<file path="config.mk">
export PLATFORM = sky130hd
export DESIGN_NAME = multi_transfer_sequencer_flat
export DESIGN_NICKNAME = d
export VERILOG_FILES = /design/src/rtl/multi_transfer_sequencer_pkg.sv /design/src/rtl/multi_transfer_sequencer_if.sv /design/src/rtl/multi_transfer_sequencer_lowest_set_bit_enc.sv /design/src/rtl/multi_transfer_sequencer.sv /design/src/flat_wrapper.sv
export SDC_FILE = /design/constraint.sdc
export NUM_CORES = 1
export LEC_CHECK = 0
export CAP_MARGIN = 20
export CORE_MARGIN = 4
export CORE_UTILIZATION = 51
export CTS_CLUSTER_DIAMETER = 60
export DETAILED_ROUTE_END_ITERATION = 10
export MAX_ROUTING_LAYER = met4
export PLACE_DENSITY = 0.83
export REMOVE_ABC_BUFFERS = 1
export SLEW_MARGIN = 40
export SYNTH_ARGS = -nofsm -noshare
export SYNTH_HDL_FRONTEND = slang
export SYNTH_SLANG_ARGS = --single-unit
</file>
<file path="constraint.sdc">
create_clock -name clk -period 2.7 [get_ports clk]
set_clock_uncertainty 0.15 [all_clocks]
set_input_delay 0.54 -clock clk [delete_from_list [all_inputs] [get_ports clk]]
set_output_delay 0.54 -clock clk [all_outputs]
set_load 0.01 [all_outputs]
</file>
<file path="src/rtl/multi_transfer_sequencer_pkg.sv">
// Shared constants for the LM/SM block-transfer sequencer.
package multi_transfer_sequencer_pkg;

    localparam int unsigned WIDTH_DEF    = 16;
    localparam int unsigned NUM_REGS_DEF = 8;

    // Opcode occupies the top OPC_BITS of the instruction; the register mask sits in the
    // low NUM_REGS bits; rA is at [RA_MSB:RA_LSB] (carried through in the shadow bits).
    localparam int unsigned OPC_BITS = 4;
    localparam int unsigned RA_MSB   = 11;
    localparam int unsigned RA_LSB   = 9;

    localparam logic [OPC_BITS-1:0] OPC_LM_DEF = 4'b0110;
    localparam logic [OPC_BITS-1:0] OPC_SM_DEF = 4'b0111;

    // True when the opcode names a block load or block store.
    function automatic logic is_block_xfer(input logic [OPC_BITS-1:0] opc,
                                           input logic [OPC_BITS-1:0] lm,
                                           input logic [OPC_BITS-1:0] sm);
        return (opc == lm) || (opc == sm);
    endfunction

endpackage

</file>
<file path="src/rtl/multi_transfer_sequencer_if.sv">
// Decode-stage handshake between IF/ID, the sequencer and ID/RR.
interface multi_transfer_sequencer_if
    import multi_transfer_sequencer_pkg::*;
#(
    parameter int unsigned WIDTH = WIDTH_DEF,
    parameter int unsigned RIDX  = $clog2(NUM_REGS_DEF)
);
    logic             in_valid;
    logic [WIDTH-1:0] in_ir;
    logic             in_ready;
    logic             stall_in;
    logic             flush;
    logic             out_valid;
    logic [WIDTH-1:0] out_ir;
    logic             out_multi;
    logic             out_first;
    logic             out_last;
    logic [RIDX-1:0]  out_reg;
    logic [WIDTH-1:0] out_offset;
    logic             busy;

    // Pipeline side: supplies instructions and control, observes micro-ops.
    modport master (
        output in_valid, in_ir, stall_in, flush,
        input  in_ready, out_valid, out_ir, out_multi, out_first, out_last,
               out_reg, out_offset, busy
    );

    // Sequencer side.
    modport slave (
        input  in_valid, in_ir, stall_in, flush,
        output in_ready, out_valid, out_ir, out_multi, out_first, out_last,
               out_reg, out_offset, busy
    );
endinterface

</file>
<file path="src/rtl/multi_transfer_sequencer_lowest_set_bit_enc.sv">
// Finds the lowest set bit of a register mask; purely combinational.
module multi_transfer_sequencer_lowest_set_bit_enc
    import multi_transfer_sequencer_pkg::*;
#(
    parameter int unsigned NUM_REGS = NUM_REGS_DEF,
    parameter int unsigned RIDX     = $clog2(NUM_REGS)
) (
    input  logic [NUM_REGS-1:0] mask,
    output logic [RIDX-1:0]     idx,
    output logic [NUM_REGS-1:0] onehot,
    output logic [NUM_REGS-1:0] rest,
    output logic                rest_zero
);

    // Scan downwards so the lowest set bit is the last one written.
    always_comb begin
        idx = '0;
        for (int i = int'(NUM_REGS) - 1; i >= 0; i--) begin
            if (mask[i]) begin
                idx = RIDX'(i);
            end
        end
    end

    // Two's-complement trick isolates the lowest set bit.
    assign onehot    = mask & (~mask + NUM_REGS'(1));
    assign rest      = mask & ~onehot;
    assign rest_zero = (rest == '0);

endmodule

</file>
<file path="src/rtl/multi_transfer_sequencer.sv">
// Expands LM/SM instructions into one single-register micro-op per set mask bit,
// stalling fetch through in_ready while the expansion is in progress.
module multi_transfer_sequencer
    import multi_transfer_sequencer_pkg::*;
#(
    parameter int unsigned          WIDTH     = WIDTH_DEF,
    parameter int unsigned          NUM_REGS  = NUM_REGS_DEF, // must be <= WIDTH-7
    parameter int unsigned          RIDX      = $clog2(NUM_REGS),
    parameter logic [OPC_BITS-1:0]  OPC_LM    = OPC_LM_DEF,
    parameter logic [OPC_BITS-1:0]  OPC_SM    = OPC_SM_DEF,
    parameter int unsigned          ADDR_STEP = 1
) (
    input logic                       clk,
    input logic                       reset,
    multi_transfer_sequencer_if.slave bus
);

    localparam int unsigned SHW = WIDTH - NUM_REGS;

    logic [NUM_REGS-1:0] pending_q, pending_d;
    logic [SHW-1:0]      shadow_q, shadow_d;
    logic                valid_q, valid_d;
    logic [WIDTH-1:0]    ir_q, ir_d;
    logic                multi_q, multi_d;
    logic                first_q, first_d;
    logic                last_q, last_d;
    logic [RIDX-1:0]     reg_q, reg_d;
    logic [WIDTH-1:0]    offset_q, offset_d;

    logic                expanding;
    logic                in_ready;
    logic                accept;
    logic                block_op;
    logic [NUM_REGS-1:0] in_mask;
    logic [NUM_REGS-1:0] enc_mask;
    logic [RIDX-1:0]     enc_idx;
    logic [NUM_REGS-1:0] enc_onehot;
    logic [NUM_REGS-1:0] enc_rest;
    logic                enc_rest_zero;

    assign expanding = (pending_q != '0);
    assign in_ready  = !expanding && !bus.stall_in && !bus.flush;
    assign accept    = bus.in_valid && in_ready;
    assign in_mask   = bus.in_ir[NUM_REGS-1:0];
    assign block_op  = is_block_xfer(bus.in_ir[WIDTH-1 -: OPC_BITS], OPC_LM, OPC_SM);

    // One encoder serves both the fresh instruction and the pending mask.
    assign enc_mask = expanding ? pending_q : in_mask;

    multi_transfer_sequencer_lowest_set_bit_enc #(
        .NUM_REGS (NUM_REGS),
        .RIDX     (RIDX)
    ) u_enc (
        .mask      (enc_mask),
        .idx       (enc_idx),
        .onehot    (enc_onehot),
        .rest      (enc_rest),
        .rest_zero (enc_rest_zero)
    );

    // Next-state: flush beats stall, stall beats everything else.
    always_comb begin
        pending_d = pending_q;
        shadow_d  = shadow_q;
        valid_d   = valid_q;
        ir_d      = ir_q;
        multi_d   = multi_q;
        first_d   = first_q;
        last_d    = last_q;
        reg_d     = reg_q;
        offset_d  = offset_q;

        if (bus.flush) begin
            pending_d = '0;
            valid_d   = 1'b0;
            multi_d   = 1'b0;
            first_d   = 1'b0;
            last_d    = 1'b0;
        end else if (!bus.stall_in) begin
            if (expanding) begin
                valid_d   = 1'b1;
                ir_d      = {shadow_q, enc_onehot};
                multi_d   = 1'b1;
                first_d   = 1'b0;
                last_d    = enc_rest_zero;
                reg_d     = enc_idx;
                offset_d  = offset_q + WIDTH'(ADDR_STEP);
                pending_d = enc_rest;
            end else if (accept && block_op && (in_mask != '0)) begin
                valid_d   = 1'b1;
                ir_d      = {bus.in_ir[WIDTH-1:NUM_REGS], enc_onehot};
                multi_d   = 1'b1;
                first_d   = 1'b1;
                last_d    = enc_rest_zero;
                reg_d     = enc_idx;
                offset_d  = '0;
                pending_d = enc_rest;
                shadow_d  = bus.in_ir[WIDTH-1:NUM_REGS];
            end else if (accept && !block_op) begin
                valid_d   = 1'b1;
                ir_d      = bus.in_ir;
                multi_d   = 1'b0;
                first_d   = 1'b0;
                last_d    = 1'b0;
                reg_d     = '0;
                offset_d  = '0;
            end else begin
                // Bubble, including an LM/SM with an empty mask.
                valid_d   = 1'b0;
                multi_d   = 1'b0;
                first_d   = 1'b0;
                last_d    = 1'b0;
            end
        end
    end

    // State registers.
    always_ff @(posedge clk or negedge reset) begin
        if (!reset) begin
            pending_q <= '0;
            shadow_q  <= '0;
            valid_q   <= 1'b0;
            ir_q      <= '0;
            multi_q   <= 1'b0;
            first_q   <= 1'b0;
            last_q    <= 1'b0;
            reg_q     <= '0;
            offset_q  <= '0;
        end else begin
            pending_q <= pending_d;
            shadow_q  <= shadow_d;
            valid_q   <= valid_d;
            ir_q      <= ir_d;
            multi_q   <= multi_d;
            first_q   <= first_d;
            last_q    <= last_d;
            reg_q     <= reg_d;
            offset_q  <= offset_d;
        end
    end

    assign bus.in_ready   = in_ready;
    assign bus.out_valid  = valid_q;
    assign bus.out_ir     = ir_q;
    assign bus.out_multi  = multi_q;
    assign bus.out_first  = first_q;
    assign bus.out_last   = last_q;
    assign bus.out_reg    = reg_q;
    assign bus.out_offset = offset_q;
    assign bus.busy       = expanding;

endmodule

</file>
<file path="src/flat_wrapper.sv">
// flat-port wrapper written by rule: the top's interface ports become plain ports
module multi_transfer_sequencer_flat import multi_transfer_sequencer_pkg::*;
#(
    parameter int unsigned          WIDTH     = WIDTH_DEF,
    parameter int unsigned          NUM_REGS  = NUM_REGS_DEF,                      
    parameter int unsigned          RIDX      = $clog2(NUM_REGS),
    parameter logic [OPC_BITS-1:0]  OPC_LM    = OPC_LM_DEF,
    parameter logic [OPC_BITS-1:0]  OPC_SM    = OPC_SM_DEF,
    parameter int unsigned          ADDR_STEP = 1
)
  (clk, reset, bus_in_valid, bus_in_ir, bus_stall_in, bus_flush, bus_in_ready, bus_out_valid, bus_out_ir, bus_out_multi, bus_out_first, bus_out_last, bus_out_reg, bus_out_offset, bus_busy);
  multi_transfer_sequencer_if #(.WIDTH(WIDTH), .RIDX(RIDX)) bus_i ();
  input logic clk;
  input logic reset;
  input wire logic [$bits(bus_i.in_valid)-1:0] bus_in_valid;
  input wire logic [$bits(bus_i.in_ir)-1:0] bus_in_ir;
  input wire logic [$bits(bus_i.stall_in)-1:0] bus_stall_in;
  input wire logic [$bits(bus_i.flush)-1:0] bus_flush;
  output wire logic [$bits(bus_i.in_ready)-1:0] bus_in_ready;
  output wire logic [$bits(bus_i.out_valid)-1:0] bus_out_valid;
  output wire logic [$bits(bus_i.out_ir)-1:0] bus_out_ir;
  output wire logic [$bits(bus_i.out_multi)-1:0] bus_out_multi;
  output wire logic [$bits(bus_i.out_first)-1:0] bus_out_first;
  output wire logic [$bits(bus_i.out_last)-1:0] bus_out_last;
  output wire logic [$bits(bus_i.out_reg)-1:0] bus_out_reg;
  output wire logic [$bits(bus_i.out_offset)-1:0] bus_out_offset;
  output wire logic [$bits(bus_i.busy)-1:0] bus_busy;
  assign bus_i.in_valid = bus_in_valid;
  assign bus_i.in_ir = bus_in_ir;
  assign bus_i.stall_in = bus_stall_in;
  assign bus_i.flush = bus_flush;
  assign bus_in_ready = bus_i.in_ready;
  assign bus_out_valid = bus_i.out_valid;
  assign bus_out_ir = bus_i.out_ir;
  assign bus_out_multi = bus_i.out_multi;
  assign bus_out_first = bus_i.out_first;
  assign bus_out_last = bus_i.out_last;
  assign bus_out_reg = bus_i.out_reg;
  assign bus_out_offset = bus_i.out_offset;
  assign bus_busy = bus_i.busy;
  multi_transfer_sequencer #(.WIDTH(WIDTH), .NUM_REGS(NUM_REGS), .RIDX(RIDX), .OPC_LM(OPC_LM), .OPC_SM(OPC_SM), .ADDR_STEP(ADDR_STEP)) u_core (.clk(clk), .reset(reset), .bus(bus_i));
endmodule
</file>
* Word-level counts from Yosys, hierarchy flattened
Cells that the tools add are included.
Storage, ports and cells: register bits 55, input bits 21, output and inout port bits 41, word-level logic and storage cells 78
Operators by class: $add $sub $neg 2, eq/ne operators 3, mux-type cells 38, bitwise operators 7, reduce and logical (&&, ||, !) cells 19
Operators with widths (number):
- $mux 16 | 6
- $mux 8 | 5
- $mux 3 | 11
- $add 16x1->16 const B | 1
- $and 8x8->8 | 2
- $mux 1 | 16
- $not 8->8 | 2
- $reduce_bool 8->1 | 2
- $add 8x1->8 const B | 1
- $eq 4x3->1 const B | 2
- $logic_not 8->1 | 1
- $logic_and 1x1->1 | 6
- $reduce_bool 3->1 | 2
- $logic_not 1->1 | 4
- $reduce_and 4->1 | 1
- $not 1->1 | 3
- $reduce_and 3->1 | 1
- $ne 2x1->1 const B | 1
- $reduce_and 2->1 | 1
- $logic_or 1x1->1 | 1

* Depth between registers and ports, before layout
depth after elaboration 12, gate-level depth with buffers 8, gate-level depth less buffers 6

* By module
From an unflattened synthesis, not the netlist that was laid out.
Second synthesis, totals: cell total of the unflattened synthesis 316, area total of the unflattened synthesis 3095.5 um^2
By module, submodules not included:
- multi_transfer_sequencer | instances 1, cells an instance 271, area an instance 2795.2 um^2, sequential area each 1376.3 um^2
- multi_transfer_sequencer_lowest_set_bit_enc | instances 1, cells an instance 45, area an instance 300.3 um^2, sequential area each 0.0 um^2

* Worst setup path after synthesis
Ideal clock, no wire load.
kind reg2out, from register u_core.pending_q[6], to output port bus_busy, arrival 1.480 ns, data required time 2.010 ns, setup slack 0.530 ns, cell stages (with the launch flop) 6, buffers on the path 2, cells stage by stage dfrtp_1 > buf_6 > or4_4 > nor2_8 > inv_4 > buf_1
On the way: word-level cells in the longest chain between the ends 1
RTL lines:
- start: declaration | RTL line multi_transfer_sequencer.sv:20 | logic [NUM_REGS-1:0] pending_q, pending_d;
- start signal: assignment | RTL line multi_transfer_sequencer.sv:130 | pending_q <= pending_d;
- $reduce_bool 8->1 | RTL line multi_transfer_sequencer.sv:41 | assign expanding = (pending_q != '0);
- end: declaration | RTL line flat_wrapper.sv:27 | output wire logic [$bits(bus_i.busy)-1:0] bus_busy;
No other way between the ends.

* Worst setup path in the final report
from register u_core.pending_q[4], to output port bus_in_ready
On the way: word-level cells in the longest chain between the ends 4
RTL lines:
- $reduce_bool 8->1 | RTL line multi_transfer_sequencer.sv:41
- $logic_not 1->1 | RTL line multi_transfer_sequencer.sv:42 | assign in_ready = !expanding && !bus.stall_in && !bus.flush;
- $logic_and 1x1->1 (2 in series) | RTL line multi_transfer_sequencer.sv:42
- end: declaration | RTL line flat_wrapper.sv:19 | output wire logic [$bits(bus_i.in_ready)-1:0] bus_in_ready;
No other way between the ends.

==> summary.md <==
| Metric | Value |
|---|---|
| Sort of element at the start of the critical path | `flip-flop` |
| Share of synthesized cell area in full adder, half adder and majority cells | `0.818%` |
| Max Transition Viols Final | `0` |
| Worst path top cell family by delay | `simple AND/OR/NAND/NOR gates` |
| Number of max-capacitance violations reported | `0` |
| Areal power density over the cells | `1400 nW/um^2` |
| Share of cells above drive strength 1 | `19.4%` |
| Ratio of final minimum period to clock period | `94.3%` |
| End of the critical path | `bus_in_ready` |
| Met2 Usage GRT | `35.9%` |
| Antenna diode count | `0` |
| Depth of the critical timing path with buffers and inverters included | `5` |
| RSZ-0062 raised after global routing | `false` |
| Row cnt | `27` |
| Antenna Nets Post-Route | `0` |
| Core region area | `5510 um^2` |
| CP endpoint kind | `primary output` |
| Buffers and inverters on the worst path | `2` |
| Pre-CTS WS | `-120 ps` |
| Routing usage on met3 | `3.95%` |
| CTS sink cnt | `54` |
| Largest net degree at the start of global routing | `25` |
| Reg-to-reg critical path endpoint | `u_core.pending_q[7]` |
| Total number of H-tree levels | `2` |
| Number of antenna violations at the first check in global routing | `0` |
| Slew HR | `56.1%` |
| Aggregate routed wire length | `7.62 mm` |
| DRC violation count after routing | `0` |
| # nets final | `423` |
| Area of the die | `6970 um^2` |
| Hold WC Path Type | `flip-flop to flip-flop` |
| Number of register bits inferred by synthesis | `54` |
| Launch instance of the worst register-to-register path | `u_core.pending_q[2]` |
| Peak supply drop | `0.971 mV` |
| Fraction of the mapped netlist area in simple logic gates | `21.8%` |
| Number of warnings reported in the yosys synthesis log | `0` |
| Timing startpoint of the critical path | `u_core.pending_q[4]` |
| Fraction of the mapped netlist area in compound gates | `21.2%` |
| Maximum clock frequency | `393 MHz` |
| Flop2flop setup slack | `400 ps` |
| Average routed wire per standard cell | `16.1 um` |
| Series of cell instances along the critical path | `or4_4 -> nor2_8 -> inv_4 -> nor2_4 -> dlygate4sd2_1` |
| Leak pwr | `1.72 nW` |
| Number of buffers between clock root and the deepest sink | `2` |
| Critical-path maximum fanout | `6` |
| Area growth from synthesis to final layout | `35.9%` |
| Top flip-flop cell by instance count after synthesis | `dfrtp_1` |
| Global-route wire length before repair | `13.3 mm` |
| Length in cells of the worst reg-to-reg path | `6` |
| Busiest grt layer | `met2` |
| Clock slew at the register clock pins of the worst setup and hold paths | `100 ps` |
| Worst endpoint required time | `2010 ps` |
| Share of synthesized area spent on multiplexers | `3.27%` |
| Ratio of routed vias to standard cells | `5.73` |
| Pre-antenna DRT Iters | `5` |
| Clock insertion delay at the later pin of the skew report | `320 ps` |
| Final weighted congestion in routability-driven placement | `0.953` |
| Clock root cell | `clkbuf_8` |
| Total standard cell area after synthesis | `2910 um^2` |
| Outcome | `complete, no violations` |
| Final hold violation count | `0` |
| Number of enable-type register cells in the synthesized netlist | `0` |
| Portion of the post-synthesis area used by sequential elements | `46.5%` |
| Avg Synthesized Cell Area | `9.62 um^2` |
| Endpoint arrival time on the critical path | `1850 ps` |
| Number of global-route vias before repair | `2647` |
| Via total after detailed routing | `2718` |
| Total global-route track usage | `23.7%` |
| Async set-or-reset flop fraction in the synthesized netlist | `100%` |
| Worst setup slack after layout | `155 ps` |
| Min cycle time layout | `2540 ps` |
| Startpoint-to-endpoint class of the critical path | `flip-flop to primary output` |
| Initial DRC Count | `228` |
| Half-perimeter wire length of the detailed placement result | `5.67 mm` |
| Number of cells produced by synthesis | `302` |
| CTS Buf Count | `5` |
| Die Ht | `83.5 um` |
| Num ports | `62` |
| Global-route track usage on met1 | `33.2%` |
| Clock tree from TritonCTS | `done` |
| Main combinational cell family by area after synthesis | `simple AND/OR/NAND/NOR gates` |
| XOR/XNOR share of the synthesized area | `2.11%` |
| Worst Tran Pin Value | `653 ps` |
| Port Buf Inserts | `61` |
| Die outline width | `83.5 um` |
| Final hold slack | `334 ps` |
| Number of distinct standard cells referenced by the synthesized netlist | `63` |
| Total congestion overflow after global routing | `0` |
| Starting density of the core | `52.8%` |
| Critical-path cell with the highest stage delay | `or4_4` |
| Number of endpoints failing setup at the final stage | `0` |
| Largest stage delay on the critical path | `590 ps` |
==> stage by stage <==
step	cells	TNS, ps	area (um^2)	power, mW	util, %
detailed placement	464	-589	3830	4.97	69.6
finish	474	0	3950	5.52	71.7
global route	474	0	3950	5.95	71.7
global placement	464	-134	3830	4.88	69.6
CTS	474	0	3950	5.50	71.7
floorplan	289	0	2820	3.42	-
==> synthesized netlist by cell type (all sizes together) (7+ instances only) <==
cell type  count  area (um^2)
o31ai          8         65.1
or3            9         57.6
nand2         40          158
xnor2          7         61.3
nor2          38          174
o21ai         14         73.8
a21oi         17          104
dfrtp         54         1350
buf           12         81.3
nand3         10         50.1
inv           10         40.0
a31oi         15         93.8
==> worst min-delay path by stage <==
stage	start	end	slack (ps)	depth (start not counted)
2_1_floorplan	reset	u_core.bus.out_first	90	0
3_3_place_gp	reset	u_core.bus.out_ir[4]	270	1
3_5_place_dp	reset	u_core.bus.out_ir[4]	280	1
4_1_cts	u_core.shadow_q[5]	u_core.shadow_q[5]	330	1
5_1_grt	u_core.shadow_q[5]	u_core.shadow_q[5]	340	1
6_report	u_core.shadow_q[5]	u_core.shadow_q[5]	330	1
==> power by group <==
| group | total, mW | internal, mW | leakage, nW | switching [mW] |
|---|---|---|---|---|
| logic | 3.81 | 1.68 | 0.974 | 2.14 |
| clock network | 0.489 | 0.212 | 0.0478 | 0.278 |
| registers | 1.22 | 1.07 | 0.699 | 0.151 |
==> layer usage <==
metal | vias up | routed length [um]
li1 | 1300 | -
met1 | 1295 | 3470
met2 | 110 | 3510
met3 | 13 | 487
met4 | 0 | 150
met5 | - | 0
==> timing repair <==
action / in CTS / in global routing
hold endpoints to repair: 11 / 0
gates resized for setup: 1 / 1
endpoints found under the setup margin: 1 / 1
buffers inserted: 1 / 0
hold buffers: 1 / 0
pin swaps: 1 / 0
==> cells by family after synthesis <==
family                   count (synthesis)
buffers and inverters                   23
AND/OR/NAND/NOR                        124
adder cells (fa/ha/maj)                  2
flip-flops                              54
multiplexers                             7
XOR/XNOR                                 7
AO/OA/AOI/OAI                           85
==> area by class of cell <==
class,instances,area [um^2]
fill,397,1560
sequential,54,1350
timing repair buffer,105,940
multi-input combinational,225,1430
tap,72,90.1
inverter,10,40.0
clock buffer,6,82.6
clock inverter,2,16.3
==> placed cells by master, fill, tap and decap left out, types with 9 or more instances in the layout <==
master	n
a21oi_1	14
inv_1	9
clkdlybuf4s50_1	58
nor2_1	35
a31oi_1	15
o21ai_0	10
dfrtp_1	54
nand2_1	39
nand3_1	10
buf_4	43
==> worst register-to-register path: cells and delay by family (launching register included) <==
kind | cells | cell delay [ps]
AO/OA/AOI/OAI | 3 | 770
AND/OR/NAND/NOR | 2 | 770
buffers and inverters | 1 | 160
flip-flops | 1 | 390
No activity file was read; power rests on OpenSTA's default activity.
